## src/rtl/seven_seg_scan.sv

```systemverilog
// ---------------------------------------------------------------------------
// seven_seg_scan
//
// Time-multiplexed seven-segment display driver for NUM_DIGITS digits.
// Each digit owns one slot of SLOT_CYCLES clocks. Every slot opens with
// BLANK_CYCLES clocks of all-dark output so the previous digit's pattern
// cannot ghost onto the next one. After that the digit is lit, gated by a
// global PWM brightness and an optional per-digit blink.
//
// The selected digit's inputs are copied into a shadow register at slot
// start. A digit therefore never changes pattern part-way through its slot.
//
// Parameters
//   NUM_DIGITS        number of multiplexed digits (1..8)
//   CLOCK_FREQ_HZ     clk_i frequency
//   DIGIT_REFRESH_HZ  full-frame refresh rate
//   BLANK_CYCLES      dark cycles at the start of every slot
//   BRIGHT_W          brightness width; the PWM period is 2^BRIGHT_W cycles
//   BLINK_HZ          blink rate; the phase toggles every
//                     CLOCK_FREQ_HZ/(2*BLINK_HZ) cycles
//   COMMON_ANODE      1 = active-low outputs, 0 = active-high outputs
//
// Ports
//   clk_i            clock
//   rst_i            asynchronous active-high reset
//   digits_i         hex nibble per digit; digit k = [4k+3:4k]
//   raw_i            raw {dp,g,f,e,d,c,b,a} per digit; digit k = [8k+7:8k]
//   raw_en_i         per digit: 1 = show raw_i, 0 = decode digits_i
//   dots_i           per-digit decimal point (hex mode only)
//   blink_i          per digit: 1 = dark during the blink-off phase
//   brightness_i     0 = dark, all-ones = full on
//   digit_sel_o      digit enables, one-hot when active (registered)
//   segment_sel_o    segments {dp,g,f,e,d,c,b,a} (registered)
//   current_digit_o  index of the digit owning the current slot (registered)
// ---------------------------------------------------------------------------
module seven_seg_scan #(
    parameter int NUM_DIGITS       = 3,
    parameter int CLOCK_FREQ_HZ    = 50_000_000,
    parameter int DIGIT_REFRESH_HZ = 200,
    parameter int BLANK_CYCLES     = 64,
    parameter int BRIGHT_W         = 4,
    parameter int BLINK_HZ         = 2,
    parameter int COMMON_ANODE     = 1,
    localparam int IDX_W           = (NUM_DIGITS > 1) ? $clog2(NUM_DIGITS) : 1
) (
    input  logic                    clk_i,
    input  logic                    rst_i,
    input  logic [4*NUM_DIGITS-1:0] digits_i,
    input  logic [8*NUM_DIGITS-1:0] raw_i,
    input  logic [NUM_DIGITS-1:0]   raw_en_i,
    input  logic [NUM_DIGITS-1:0]   dots_i,
    input  logic [NUM_DIGITS-1:0]   blink_i,
    input  logic [BRIGHT_W-1:0]     brightness_i,
    output logic [NUM_DIGITS-1:0]   digit_sel_o,
    output logic [7:0]              segment_sel_o,
    output logic [IDX_W-1:0]        current_digit_o
);

    // -----------------------------------------------------------------------
    // Derived constants
    // -----------------------------------------------------------------------
    localparam int SLOT_CYCLES  = CLOCK_FREQ_HZ / (DIGIT_REFRESH_HZ * NUM_DIGITS);
    localparam int SLOT_W       = (SLOT_CYCLES > 1) ? $clog2(SLOT_CYCLES) : 1;
    localparam int BLINK_CYCLES = CLOCK_FREQ_HZ / (2 * BLINK_HZ);
    localparam int BLINK_W      = (BLINK_CYCLES > 1) ? $clog2(BLINK_CYCLES) : 1;

    localparam logic [SLOT_W-1:0]  SLOT_LAST  = SLOT_W'(SLOT_CYCLES - 1);
    localparam logic [SLOT_W-1:0]  BLANK_END  = SLOT_W'(BLANK_CYCLES);
    localparam logic [IDX_W-1:0]   IDX_LAST   = IDX_W'(NUM_DIGITS - 1);
    localparam logic [BLINK_W-1:0] BLINK_LAST = BLINK_W'(BLINK_CYCLES - 1);

    // Output polarity: inactive level is all ones for common-anode boards.
    localparam logic                  POL_INV = (COMMON_ANODE != 0);
    localparam logic [NUM_DIGITS-1:0] SEL_OFF = {NUM_DIGITS{POL_INV}};
    localparam logic [7:0]            SEG_OFF = {8{POL_INV}};

    // -----------------------------------------------------------------------
    // Elaboration-time parameter checks
    // -----------------------------------------------------------------------
    generate
        if (NUM_DIGITS < 1 || NUM_DIGITS > 8) begin : g_bad_digits
            $error("seven_seg_scan: NUM_DIGITS must be 1..8");
        end
        if (SLOT_CYCLES <= BLANK_CYCLES) begin : g_bad_blank
            $error("seven_seg_scan: slot length must exceed BLANK_CYCLES");
        end
        if (BLANK_CYCLES < 0) begin : g_bad_blank_neg
            $error("seven_seg_scan: BLANK_CYCLES must not be negative");
        end
        if (BLINK_CYCLES < 1) begin : g_bad_blink
            $error("seven_seg_scan: blink half-period must be at least one cycle");
        end
        if (BRIGHT_W < 1) begin : g_bad_bright
            $error("seven_seg_scan: BRIGHT_W must be at least 1");
        end
    endgenerate

    // -----------------------------------------------------------------------
    // Hex to active-high {g,f,e,d,c,b,a}
    // -----------------------------------------------------------------------
    function automatic logic [6:0] hex7(input logic [3:0] nib);
        logic [6:0] seg;
        case (nib)
            4'h0: seg = 7'h3F;
            4'h1: seg = 7'h06;
            4'h2: seg = 7'h5B;
            4'h3: seg = 7'h4F;
            4'h4: seg = 7'h66;
            4'h5: seg = 7'h6D;
            4'h6: seg = 7'h7D;
            4'h7: seg = 7'h07;
            4'h8: seg = 7'h7F;
            4'h9: seg = 7'h6F;
            4'hA: seg = 7'h77;
            4'hB: seg = 7'h7C;
            4'hC: seg = 7'h39;
            4'hD: seg = 7'h5E;
            4'hE: seg = 7'h79;
            default: seg = 7'h71;
        endcase
        return seg;
    endfunction

    // -----------------------------------------------------------------------
    // State
    // -----------------------------------------------------------------------
    logic [SLOT_W-1:0]   slot_cnt_reg,    slot_cnt_next;
    logic [IDX_W-1:0]    digit_idx_reg,   digit_idx_next;
    logic [BRIGHT_W-1:0] pwm_cnt_reg,     pwm_cnt_next;
    logic [BLINK_W-1:0]  blink_cnt_reg,   blink_cnt_next;
    logic                blink_phase_reg, blink_phase_next;   // 1 = on

    logic [3:0]          sh_nib_reg,      sh_nib_next;
    logic [7:0]          sh_raw_reg,      sh_raw_next;
    logic                sh_raw_en_reg,   sh_raw_en_next;
    logic                sh_dot_reg,      sh_dot_next;
    logic                sh_blink_reg,    sh_blink_next;

    logic [NUM_DIGITS-1:0] digit_sel_next;
    logic [7:0]            segment_sel_next;
    logic [IDX_W-1:0]      current_digit_next;

    // -----------------------------------------------------------------------
    // Per-digit views of the packed input buses, and one-hot digit decode
    // -----------------------------------------------------------------------
    logic [3:0]            nib_arr [NUM_DIGITS];
    logic [7:0]            raw_arr [NUM_DIGITS];
    logic [NUM_DIGITS-1:0] onehot;

    generate
        for (genvar gi = 0; gi < NUM_DIGITS; gi++) begin : g_digit
            assign nib_arr[gi] = digits_i[4*gi +: 4];
            assign raw_arr[gi] = raw_i[8*gi +: 8];
            assign onehot[gi]  = (digit_idx_reg == IDX_W'(gi));
        end
    endgenerate

    // Inputs of the digit that owns the current slot.
    logic [3:0] live_nib;
    logic [7:0] live_raw;
    logic       live_raw_en;
    logic       live_dot;
    logic       live_blink;

    always_comb begin
        live_nib    = 4'h0;
        live_raw    = 8'h00;
        live_raw_en = 1'b0;
        live_dot    = 1'b0;
        live_blink  = 1'b0;
        for (int k = 0; k < NUM_DIGITS; k++) begin
            if (onehot[k]) begin
                live_nib    = nib_arr[k];
                live_raw    = raw_arr[k];
                live_raw_en = raw_en_i[k];
                live_dot    = dots_i[k];
                live_blink  = blink_i[k];
            end
        end
    end

    // -----------------------------------------------------------------------
    // Counters and shadow register next-state
    // -----------------------------------------------------------------------
    logic slot_start;
    logic slot_wrap;

    always_comb begin
        slot_start = (slot_cnt_reg == '0);
        slot_wrap  = (slot_cnt_reg == SLOT_LAST);

        slot_cnt_next  = slot_wrap ? '0 : slot_cnt_reg + 1'b1;
        digit_idx_next = digit_idx_reg;
        if (slot_wrap) begin
            digit_idx_next = (digit_idx_reg == IDX_LAST) ? '0 : digit_idx_reg + 1'b1;
        end

        pwm_cnt_next = pwm_cnt_reg + 1'b1;

        blink_cnt_next   = blink_cnt_reg + 1'b1;
        blink_phase_next = blink_phase_reg;
        if (blink_cnt_reg == BLINK_LAST) begin
            blink_cnt_next   = '0;
            blink_phase_next = ~blink_phase_reg;
        end

        sh_nib_next    = sh_nib_reg;
        sh_raw_next    = sh_raw_reg;
        sh_raw_en_next = sh_raw_en_reg;
        sh_dot_next    = sh_dot_reg;
        sh_blink_next  = sh_blink_reg;
        if (slot_start) begin
            sh_nib_next    = live_nib;
            sh_raw_next    = live_raw;
            sh_raw_en_next = live_raw_en;
            sh_dot_next    = live_dot;
            sh_blink_next  = live_blink;
        end
    end

    // -----------------------------------------------------------------------
    // Output next-state
    // -----------------------------------------------------------------------
    logic [3:0] cur_nib;
    logic [7:0] cur_raw;
    logic       cur_raw_en;
    logic       cur_dot;
    logic       cur_blink;
    logic       active_win;
    logic       visible;
    logic [7:0] seg_ah;
    logic [NUM_DIGITS-1:0] sel_ah;

    always_comb begin
        // On slot cycle 0 the shadow still holds the previous digit; use the
        // value being latched so a zero-length blank interval stays correct.
        cur_nib    = slot_start ? live_nib    : sh_nib_reg;
        cur_raw    = slot_start ? live_raw    : sh_raw_reg;
        cur_raw_en = slot_start ? live_raw_en : sh_raw_en_reg;
        cur_dot    = slot_start ? live_dot    : sh_dot_reg;
        cur_blink  = slot_start ? live_blink  : sh_blink_reg;

        active_win = (slot_cnt_reg >= BLANK_END);
        visible    = ((pwm_cnt_reg < brightness_i) || (&brightness_i))
                     && !(cur_blink && !blink_phase_reg);

        seg_ah = '0;
        sel_ah = '0;
        if (active_win && visible) begin
            seg_ah = cur_raw_en ? cur_raw : {cur_dot, hex7(cur_nib)};
            sel_ah = onehot;
        end

        digit_sel_next     = POL_INV ? ~sel_ah : sel_ah;
        segment_sel_next   = POL_INV ? ~seg_ah : seg_ah;
        current_digit_next = digit_idx_reg;
    end

    // -----------------------------------------------------------------------
    // Registers
    // -----------------------------------------------------------------------
    always_ff @(posedge clk_i or posedge rst_i) begin
        if (rst_i) begin
            slot_cnt_reg    <= '0;
            digit_idx_reg   <= '0;
            pwm_cnt_reg     <= '0;
            blink_cnt_reg   <= '0;
            blink_phase_reg <= 1'b1;
            sh_nib_reg      <= '0;
            sh_raw_reg      <= '0;
            sh_raw_en_reg   <= 1'b0;
            sh_dot_reg      <= 1'b0;
            sh_blink_reg    <= 1'b0;
            digit_sel_o     <= SEL_OFF;
            segment_sel_o   <= SEG_OFF;
            current_digit_o <= '0;
        end else begin
            slot_cnt_reg    <= slot_cnt_next;
            digit_idx_reg   <= digit_idx_next;
            pwm_cnt_reg     <= pwm_cnt_next;
            blink_cnt_reg   <= blink_cnt_next;
            blink_phase_reg <= blink_phase_next;
            sh_nib_reg      <= sh_nib_next;
            sh_raw_reg      <= sh_raw_next;
            sh_raw_en_reg   <= sh_raw_en_next;
            sh_dot_reg      <= sh_dot_next;
            sh_blink_reg    <= sh_blink_next;
            digit_sel_o     <= digit_sel_next;
            segment_sel_o   <= segment_sel_next;
            current_digit_o <= current_digit_next;
        end
    end

endmodule

```

## config.mk

```make
export PLATFORM = sky130hd
export DESIGN_NAME = seven_seg_scan
export DESIGN_NICKNAME = d
export VERILOG_FILES = /design/src/rtl/seven_seg_scan.sv
export SDC_FILE = /design/constraint.sdc
export NUM_CORES = 1
export LEC_CHECK = 0
export CORE_ASPECT_RATIO = 0.9
export CORE_MARGIN = 3
export CORE_UTILIZATION = 54
export CTS_CLUSTER_DIAMETER = 50
export CTS_CLUSTER_SIZE = 28
export DETAILED_ROUTE_END_ITERATION = 7
export PLACE_DENSITY = 0.8
export SLEW_MARGIN = 0
export SYNTH_ARGS = -nofsm -noshare
export SYNTH_HDL_FRONTEND = slang
export SYNTH_SLANG_ARGS = --single-unit
export TNS_END_PERCENT = 10
```

## constraint.sdc

```tcl
create_clock -name clk_i -period 3.37 [get_ports clk_i]
set_input_delay 0.5055 -clock clk_i [delete_from_list [all_inputs] [get_ports clk_i]]
set_output_delay 0.5055 -clock clk_i [all_outputs]
set_load 0.01 [all_outputs]
```

Yosys cells after proc, flatten, opt, wreduce, memory -nomap -nowiden
Memory sizes are Yosys's and may differ from the RTL's.
Index checks and enable logic that the tools add are counted.

storage, ports and cells
  latch bits = 0
  input bits = 51
  RAM bits = 0
  memories = 1
  bits in registers = 76
  output and inout port bits = 13
  word-level logic and storage cells = 62
  bits in read-only memories = 112

memory list
  name             depth  width  rd ports  clocked after Yosys merged registers in  write ports  RTL line  text
  (no name shown)  16     7      1         0                                        0            103       case (nib)

operators by class
  mux-type cells = 26
  equal/unequal tests = 4
  div/mod/pow operators = 0
  magnitude comparators = 2
  bitwise operators = 3
  $mul = 0
  $add $sub $neg = 4
  shifts and indexed selects = 0
  reduce and logical (&&, ||, !) cells = 9

operator list
  cell                     count
  $mux W8                  6
  $add A24 B1 Y24 const B  1
  $eq A24 B24 Y1 const B   1
  $mux W24                 1
  $add A17 B1 Y17 const B  1
  $eq A17 B17 Y1 const B   1
  $ge A17 B7 Y1 const B    1
  $logic_not A17 Y1        1
  $mux W17                 1
  $mux W4                  4
  $mux W1                  12
  $not A8 Y8               1
  $add A4 B1 Y4 const B    1
  $lt A4 B4 Y1             1
  $reduce_and A4 Y1        1
  $logic_and A1 B1 Y1      3
  $mux W3                  1
  $not A3 Y3               1
  $add A2 B1 Y2 const B    1
  $eq A2 B1 Y1 const B     1
  $eq A2 B2 Y1 const B     1
  $logic_not A1 Y1         2
  $logic_not A2 Y1         1
  $mux W2                  1
  other kinds (2)          2

Longest topological paths before layout
  depth in word-level cells = 11
  gate-level depth with buffers = 14
  mapped depth without buffers = 12

Worst setup path before layout
No wires, ideal clock.

  path type = register to register
  start = register slot_cnt_reg[0]
  end = register segment_sel_o[3]
  period minus slack after synthesis = 2.788 ns
  slack = 0.582 ns
  data required time = 3.279 ns
  data arrival time = 2.698 ns
  path buffers = 2
  library setup time = 0.091 ns
  cell stages (with the launch flop) = 14
  cell sequence = dfrtp_1 inv_1 ha_1 or4b_4 or2_0 buf_6 nor3_1 or2_2 buf_4 inv_1 ha_1 a21bo_2 o2111a_1 o31ai_1

on the way
  cells in the longest elaborated chain, start to end = 8
  elaborated cells between the ends (all ways) = 14
  classes of those cells = 1 x order compare; 6 x mux; 1 x bitwise; 5 x reduce/logical; 1 x memory

RTL lines
  item                                                                    RTL line  text
  from (decl)                                                             127       logic [SLOT_W-1:0] slot_cnt_reg, slot_cnt_next;
  from (signal assigned)                                                  278       slot_cnt_reg <= slot_cnt_next;
  parallel branches: the longest is 6 deep, another holds $mem_v2 Z16 W7  --
  $mux W8 *                                                               249       if (active_win && visible) begin
  $not A8 Y8 *                                                            255       segment_sel_next = POL_INV ? ~seg_ah : seg_ah;
  named net segment_sel_next[3]                                           140       logic [7:0] segment_sel_next;
  to (signal assigned)                                                    289       segment_sel_o <= segment_sel_next;
  to (decl)                                                               55        output logic [7:0] segment_sel_o,

Mark *: on every way through the listed nets, which the timed path passes.
A chain may end at the register's enable or synchronous reset.

Final worst setup path
Ends and elaborated chain as after synthesis.

==> summary.txt <==
Status
  – Status: completed

Layout
  – Largest register FFs: 24
  – Ant. Diodes: 0
  – Multi-input gate area: 2020 µm²
  – Final core occ: 70.3%
  – FF+latch area: 1920 µm²
  – Most frequent cells in the layout: dfrtp_1, clkdlybuf4s50_1, nor2_1
  – Filler Cells Inserted: 580
  – Final nets: 537
  – Commonest non-fill, non-tap cell in the layout: dfrtp_1
  – Synth-to-Final Area Change: 23.5%
  – Share of cells above drive strength 1: 12.3%

Floorplanning
  – Starting Density: 56.9%
  – # rows: 29
  – Core Region: 7180 µm²
  – Die Area: 8660 µm²
  – Die height: 88.6 µm
  – Top Ports: 64
  – Width of the die: 97.7 µm

Global route
  – Antenna violations before repair: 0
  – GRT Residual Overflow: 0
  – Vias in the first global route: 3327
  – All-Layer GR Usage: 23.8%
  – First-pass GRT wire length: 16200 µm
  – Largest net degree at the start of global routing: 41

Place
  – Port bufs: 63
  – Setup WS pre-CTS: 240 ps
  – Routability-driven placement congestion ratio: 0.919
  – Detailed placement HPWL: 7160 µm

CTS
  – CTS tree: yes
  – CTS Buffer Depth: 2
  – Total setup buffers inserted after CTS: 0
  – Clock slew at reported path FFs: 80 ps
  – Post-CTS Resized: 0
  – Clk sinks: 76
  – CTS root buffer: clkbuf_8
  – H-Tree Depth: 3
  – Total CTS buffers: 9
  – Skew-Pair Late Insertion Delay: 360 ps
  – Post-CTS Hold Buffers: 0

Power
  – LEAKAGE: 2.12 nW
  – Overall power consumption: 1.81 mW
  – Max IR drop VDD: 250 µV
  – P per Cell Area: 358 nW/µm²

Route
  – DRT Pass-1 Iters: 5
  – Vias per cell: 5.82
  – DR WL/cell: 17.0 µm
  – DRC: 0
  – DRT iter0 DRCs: 245
  – Final wirelength: 9780 µm
  – Routed via count: 3343
  – Routed Antenna Nets: 0

Timing
  – WHS: 480 ps
  – Post-route minimum period: 3220 ps
  – Clk_skew: 14.9 ps
  – Setup TNS: 0 ps
  – PnR worst setup slack: 145 ps
  – Worst Max-Slew Pin Slew: 782 ps
  – Relative slew margins: 47.8%
  – Period utilization: 95.7%
  – Fmax: 0.310 GHz
  – Final hold viol count: 0
  – Setup repair after global routing missed its margin: false
  – Setup violators final: 0
  – Final Max Slew Viols: 0

Critical path
  – Worst Path Arrival: 3480 ps
  – R2R depth: 11
  – CP startpoint kind: flop
  – CP endpoint kind: flop
  – Worst endpoint required time: 3620 ps
  – Worst r2r src: slot_cnt_reg[0]$_DFF_PP0_
  – R2R setup slack: 150 ps
  – Worst reg2reg endpoint: segment_sel_o[3]$_DFF_PP1_
  – Worst Setup Path Type: flop to flop
  – Critical-path maximum fanout: 7

Yosys
  – Number of enable flip-flop cells after synthesis: 0
  – Cell count after synthesis: 408
  – Synth cell types: 64
  – Async S/R FF share, synth: 100%
  – Yosys Warn Count: 0
  – Post-Syn Area: 4090 µm²
  – Post-synth top flop: dfrtp_1
  – Register area share after synthesis: 46.9%
  – Mapped Avg Cell Area: 10.0 µm²
  – #FFs+latches synth: 76
  – Syn Nets: 469

Run
  – Maxcap violations: 0

Worst hold path
  – Worst Min Path Start: pwm_cnt_reg[0]$_DFF_PP0_
  – Tightest Hold Check Type: flop to flop
  – Cell depth of the worst hold path: 1
  – Hold EP: pwm_cnt_reg[0]$_DFF_PP0_
synthesized netlist by cell type (all sizes together), types with 2 or more instances:
cell type  count  area [µm²]
a211oi         4        30.0
o2bb2ai        4        35.0
inv           17        66.3
o211ai         3        22.5
and4           4        35.0
nor3           7        35.0
xor2          19         166
or3            3        23.8
dfstp         12         315
a21oi         23         115
nand2         28         113
nand3         18        90.1
a311oi         3        26.3
and3           7        45.1
clkbuf         7        26.3
nor4           5        31.3
nor2b          4        25.0
a21o           4        30.0
and2           5        31.3
ha            10         125
buf           10        61.3
mux2           5        56.3
nand4b         2        23.8
or2            2        12.5
mux2i         17         170
nand3b         2        15.0
o21ai         12        63.8
dfrtp         64        1600
nand4         16         100
nor2          47         193
xnor2         23         201
routing by layer:
layer / vias to the layer above / global-route usage [%] / part of all wire (%)
met5: - / 0 / 0
met4: 0 / 7.17 / 1.4
met3: 16 / 6.15 / 7.0
met2: 136 / 38.6 / 47
met1: 1603 / 32.0 / 45
li1: 1588 / - / -
how the worst max path moves through the flow:
stage / start / slack, ps / cells after the start / to
after detailed placement: slot_cnt_reg[0]$_DFF_PP0_ / 240 / 11 / segment_sel_o[3]$_DFF_PP1_
after floorplan: slot_cnt_reg[0]$_DFF_PP0_ / 580 / 13 / segment_sel_o[3]$_DFF_PP1_
final: slot_cnt_reg[0]$_DFF_PP0_ / 150 / 11 / segment_sel_o[3]$_DFF_PP1_
after CTS: slot_cnt_reg[0]$_DFF_PP0_ / 200 / 11 / segment_sel_o[3]$_DFF_PP1_
after global placement: slot_cnt_reg[0]$_DFF_PP0_ / 410 / 11 / segment_sel_o[1]$_DFF_PP1_
after global routing: slot_cnt_reg[0]$_DFF_PP0_ / 1 / 11 / segment_sel_o[1]$_DFF_PP1_
metrics by stage:
step                instance area, µm²  instances
floorplan                         4090        408
global placement                  4840        558
detailed placement                4840        558
CTS                               5050        574
global route                      5050        574
finish                            5050        574
report_power, final:
group          leakage [nW]  switching (mW)  internal, mW
sequential            0.953         0.00677         0.921
combinational          1.07          0.0728        0.0831
clock                0.0955           0.359         0.367
total                  2.12           0.438          1.37
logic make-up (layout without fill, tap and decap cells):
group	Yosys count	after routing	share of synthesized area (%)
simple gates	154	154	19.9
flops	76	76	46.9
compound gates	70	70	11.9
xor+xnor	42	42	8.99
buf+inv	34	107	3.76
mux	22	22	5.54
fa+ha+maj	10	10	3.06
final cells by class:
type | instances | share of cell area [%]
multi-input cells | 298 | 40.0
flip-flops and latches | 76 | 37.9
repair buffers | 74 | 14.4
clock buffers | 10 | 2.72
well taps | 93 | 2.30
clock inverters | 6 | 1.39
inverters | 17 | 1.31
critical path, cell delays in order (launching register included):
cell and delay, ps:
dfrtp_1 430, inv_1 100, ha_1 140, or4b_4 470, or2_0 440, nor3_1 340, or2_2 230, inv_1 80
ha_1 260, a21bo_2 220, o2111a_1 140, o31ai_1 280
(Power assumes the default switching activity.)
==> patch 1: new RTL, same settings <==
Make the reset (`rst_i`) synchronous in one clocked block. Comments in the files are not updated.
--- a/src/rtl/seven_seg_scan.sv
+++ b/src/rtl/seven_seg_scan.sv
@@ -260,5 +260,5 @@
     // Registers
     // -----------------------------------------------------------------------
-    always_ff @(posedge clk_i or posedge rst_i) begin
+    always_ff @(posedge clk_i) begin
         if (rst_i) begin
             slot_cnt_reg    <= '0;
Check against the original RTL: no difference found for any inputs over 10 cycles, from zero or initial values and one cycle with rst_i high; that may be too few to reach the edited logic, so the function may still have changed.
==> patch 1 against the original RTL <==
  * Design area fell by 6.8%
  * Sequential cell count unchanged
  * Synthesized area shrank 6.3%
  * Setup slack better by 130 ps
  * Total power up 3.3%
  * Wire length shrank 8.9%
  * Non-clock buffer count decreased by 4
  * Critical path type unchanged
  * Critical endpoint is now segment_sel_o[3]
  * Largest cell class unchanged
  * Largest power group unchanged
==> patch 1: results (changes against the original RTL) <==
Status -> complete, no violations (unchanged)
Seq pwr share -> 50.8% (was 51.3%)
Syn nets -> 511 (was 469)
Fillers -> 550 (was 580)
Vias in the first global route -> 3130 (was 3327)
Total track usage -> 22.7% (was 23.8%)
Clk pwr -> 623 uW (was 726 uW)
CP max FO -> 6 (was 7)
Combinational fraction of design power -> 15.9% (was 8.6%)
Placed instance area -> 0.00452 mm2 (was 0.00484 mm2)
First-pass GRT wire length -> 14.6 mm (was 16.2 mm)
Worst-Margin Slew -> 926 ps (was 782 ps)
Clock Latency Late Sink -> 340 ps (was 360 ps)
VDD IR max -> 0.336 mV (was 0.250 mV)
Yosys cell types -> 47 (was 64)
Post-synthesis xor/xnor area fraction -> 9.60% (was 8.99%)
Post-place setup slack -> 311 ps (was 240 ps)
Syn avg cell area -> 8.57 um2 (was 10.0 um2)
R2R Setup Slk -> 270 ps (was 150 ps)
Ys async rst share -> 0% (was 100%)
Via count -> 3323 (was 3343)
Critical path arrival -> 3330 ps (was 3480 ps)
Via density -> 5.52 (was 5.82)
Final nets -> 571 (was 537)
Layout Skew -> 8.36 ps (was 14.9 ps)
Hpwl dp -> 6.49 mm (was 7.16 mm)
Multi-input logic area -> 0.00216 mm2 (was 0.00202 mm2)
[patch 1: worst paths after layout]
path                    start               end  depth (start not counted)
max           slot_cnt_reg[0]  segment_sel_o[3]                         12
min          blink_cnt_reg[0]  blink_cnt_reg[0]                          1
max reg2reg   slot_cnt_reg[0]  segment_sel_o[3]                         12
min reg2reg  blink_cnt_reg[0]  blink_cnt_reg[0]                          1
[patch 1: cells by family (layout without fill, tap and decap cells)]
group,Yosys count,after routing
simple gates,201,201
mux,31,31
xor+xnor,42,42
compound gates,49,49
fa+ha+maj,13,13
flops,76,76
buf+inv,35,100
[patch 1: metal layers]
layer	track usage, %	vias up	wire length, um
met1	30.4	1521	4120
met3	6.67	4	816
li1	-	1654	-
met5	0	-	0
met2	35.8	144	3930
met4	6.03	0	35
[patch 1: area by class of cell]
class                   count  share of cell area, %
well taps                  90                   2.39
multi-input cells         336                   45.8
clock buffers              11                   3.00
flip-flops and latches     76                   32.3
repair buffers             70                   14.5
inverters                  14                   1.14
clock inverters             5                  0.797
==> patch 2: new RTL, same settings <==
Without the edit above. `DIGIT_REFRESH_HZ`: 200 -> 100.
--- a/src/rtl/seven_seg_scan.sv
+++ b/src/rtl/seven_seg_scan.sv
@@ -37,5 +37,5 @@
     parameter int NUM_DIGITS       = 3,
     parameter int CLOCK_FREQ_HZ    = 50_000_000,
-    parameter int DIGIT_REFRESH_HZ = 200,
+    parameter int DIGIT_REFRESH_HZ = 100,
     parameter int BLANK_CYCLES     = 64,
     parameter int BRIGHT_W         = 4,
Formal check against the unedited RTL: no difference found for any inputs over 10 cycles, from zero or initial values and one cycle with rst_i high; that may be too few to reach the edited logic, so the function may still have changed.
==> patch 2 against the original RTL <==
  * Final cell count rose by 2.1%
  * Fmax rose by 3.1%
  * Setup slack improved by 97 ps
  * Sequential cell count rose by 1
  * Wire length fell by 3.4%
  * Total power fell by 2.4%
  * Worst hold slack got worse by 4.5 ps
  * Synthesized area fell by 0.67%
  * Design area rose by 0.54%
  * Die area fell by 0.63%
==> patch 2: results (changes against the original RTL) <==
Most frequent cells after synthesis -> dfrtp_1 (65), nor2_1 (54), nand2_1 (32), o21ai_0 (23) (was dfrtp_1 (64), nor2_1 (46), nand2_1 (27), a21oi_1 (23), xnor2_1 (23))
Clock root buffer -> clkbuf_8 (unchanged)
Sequential share of the synthesized area -> 47.8% (was 46.9%)
Syn nets -> 471 (was 469)
Total track usage -> 22.9% (was 23.8%)
Final nets -> 550 (was 537)
Port Buffers -> 63 (unchanged)
Clk buf depth -> 2 (unchanged)
First-pass GRT wire length -> 15.6 mm (was 16.2 mm)
Grt met3 use -> 5.91% (was 6.15%)
Largest net degree at the start of global routing -> 33 (was 41)
CP max FO -> 11 (was 7)
Clock transition at path regs -> 80 ps (about the same)
YS warnings -> 0 (unchanged)
Clock Latency Late Sink -> 350 ps
Num CTS Buffers -> 9 (unchanged)
Post_cts resized -> 0 (unchanged)
Ys flop type -> dfrtp_1 (unchanged)
Top cells by area, synth -> dfrtp_1 (40%), dfstp_2 (7.8%), mux2i_1 (5.2%), nor2_1 (5.0%), xnor2_1 (4.5%) (was dfrtp_1 (39%), dfstp_2 (7.7%), xnor2_1 (4.9%), nor2_1 (4.2%), mux2i_1 (4.2%))
DRT iter0 DRCs -> 136 (was 245)
M2 GR Usage -> 35.6% (was 38.6%)
Worst-Margin Slew -> 783 ps (was 782 ps)
Ys async rst share -> 100% (unchanged)
Wirelength, routed -> 9.45 mm (was 9.78 mm)
Lkg Pwr -> 2.21 nW (was 2.12 nW)
Total Neg Setup Slack -> 0 ps (unchanged)
Max FFs per register -> 24 (unchanged)
Status -> complete, no violations (unchanged)
CTS H-tree depth -> 3 (unchanged)
Share of cells above drive strength 1 -> 11.8% (was 12.3%)
Critical path arrival -> 3400 ps (was 3480 ps)
Postcts setup bufs -> 0 (unchanged)
First-pass iteration count of the detailed router -> 4 (was 5)
Fillers -> 554 (was 580)
Via density -> 5.53 (was 5.82)
Gpl congestion -> 0.902 (was 0.919)
Layout Skew -> 17.1 ps (was 14.9 ps)
Initial antenna violation count -> 0 (unchanged)
M1 GR Usage -> 32.4% (was 32.0%)
Vias in the first global route -> 3171 (was 3327)
Hold Path Class -> reg2reg (unchanged)
Cells after synthesis -> 409 (was 408)
Post-Layout Cell Count -> 586 (was 574)
Yosys cell types -> 56 (was 64)
VDD IR max -> 0.236 mV (was 0.250 mV)
Ant. Diodes -> 0 (unchanged)
Placed insts -> 570 (was 558)
Hpwl dp -> 7.36 mm (was 7.16 mm)
-- patch 2: cell count changes after synthesis, sizes merged, moves of 4 or more --
cell   before  now
o21ai      12   24
nand2      28   32
mux2i      17   21
nor2       47   55
buf        10    3
a21oi      23   12
-- patch 2: cells by family after synthesis --
logic type | after synthesis | share of synthesized area, %
AO/OA/AOI/OAI | 68 | 11.2
XOR/XNOR | 41 | 8.84
adder cells (fa/ha/maj) | 11 | 3.39
buffers and inverters | 30 | 3.08
flip-flops | 77 | 47.8
multiplexers | 24 | 6.01
AND/OR/NAND/NOR | 158 | 19.7
-- patch 2: final timing paths --
path	from	endpoint	slack, ps	depth (start not counted)
worst min-delay path	pwm_cnt_reg[3]	pwm_cnt_reg[3]	480	1
worst max-delay path	slot_cnt_reg[13]	segment_sel_o[1]	240	8
max in group asynchronous	rst_i	blink_phase_reg	1950	3
worst min register to register	pwm_cnt_reg[3]	pwm_cnt_reg[3]	480	1
min in group asynchronous	rst_i	blink_cnt_reg[11]	570	2
worst max register to register	slot_cnt_reg[13]	segment_sel_o[1]	240	8
-- patch 2: cell type report --
class                      instances  share of cell area, %
clock buffer                      10                   2.51
clock inverter                     6                   1.23
inverter                          17                   1.26
sequential                        77                   38.2
multi-input combinational        302                   39.4
timing repair buffer              81                   15.1
tap                               93                   2.29
-- patch 2: critical path: stages (launching register included) --
cell	delay, ps
dfrtp_1	440
or4_4	560
or4_1	630
nor2_8	240
mux2i_1	330
ha_1	290
o21a_1	120
a211o_1	280
a31oi_1	170
-- patch 2: metal layers --
metal | up-vias | routed length (um)
met2 | 83 | 4440
met5 | - | 0
li1 | 1595 | -
met1 | 1559 | 4330
met3 | 6 | 608
met4 | 0 | 74
-- patch 2: metrics by stage --
step | instance area (um2) | setup WS (ps)
after global placement | 4890 | 307
after floorplan | 4060 | 280
after detailed placement | 4890 | 264
after CTS | 5080 | 257
final | 5080 | 242
after global routing | 5080 | 75.6
-- patch 2: where the power goes --
part / internal [mW] / leakage, nW / total (mW) / switching, mW
Combinational: 0.0828 / 1.14 / 0.153 / 0.0702
Clock: 0.342 / 0.100 / 0.675 / 0.332
Sequential: 0.933 / 0.967 / 0.939 / 0.00550
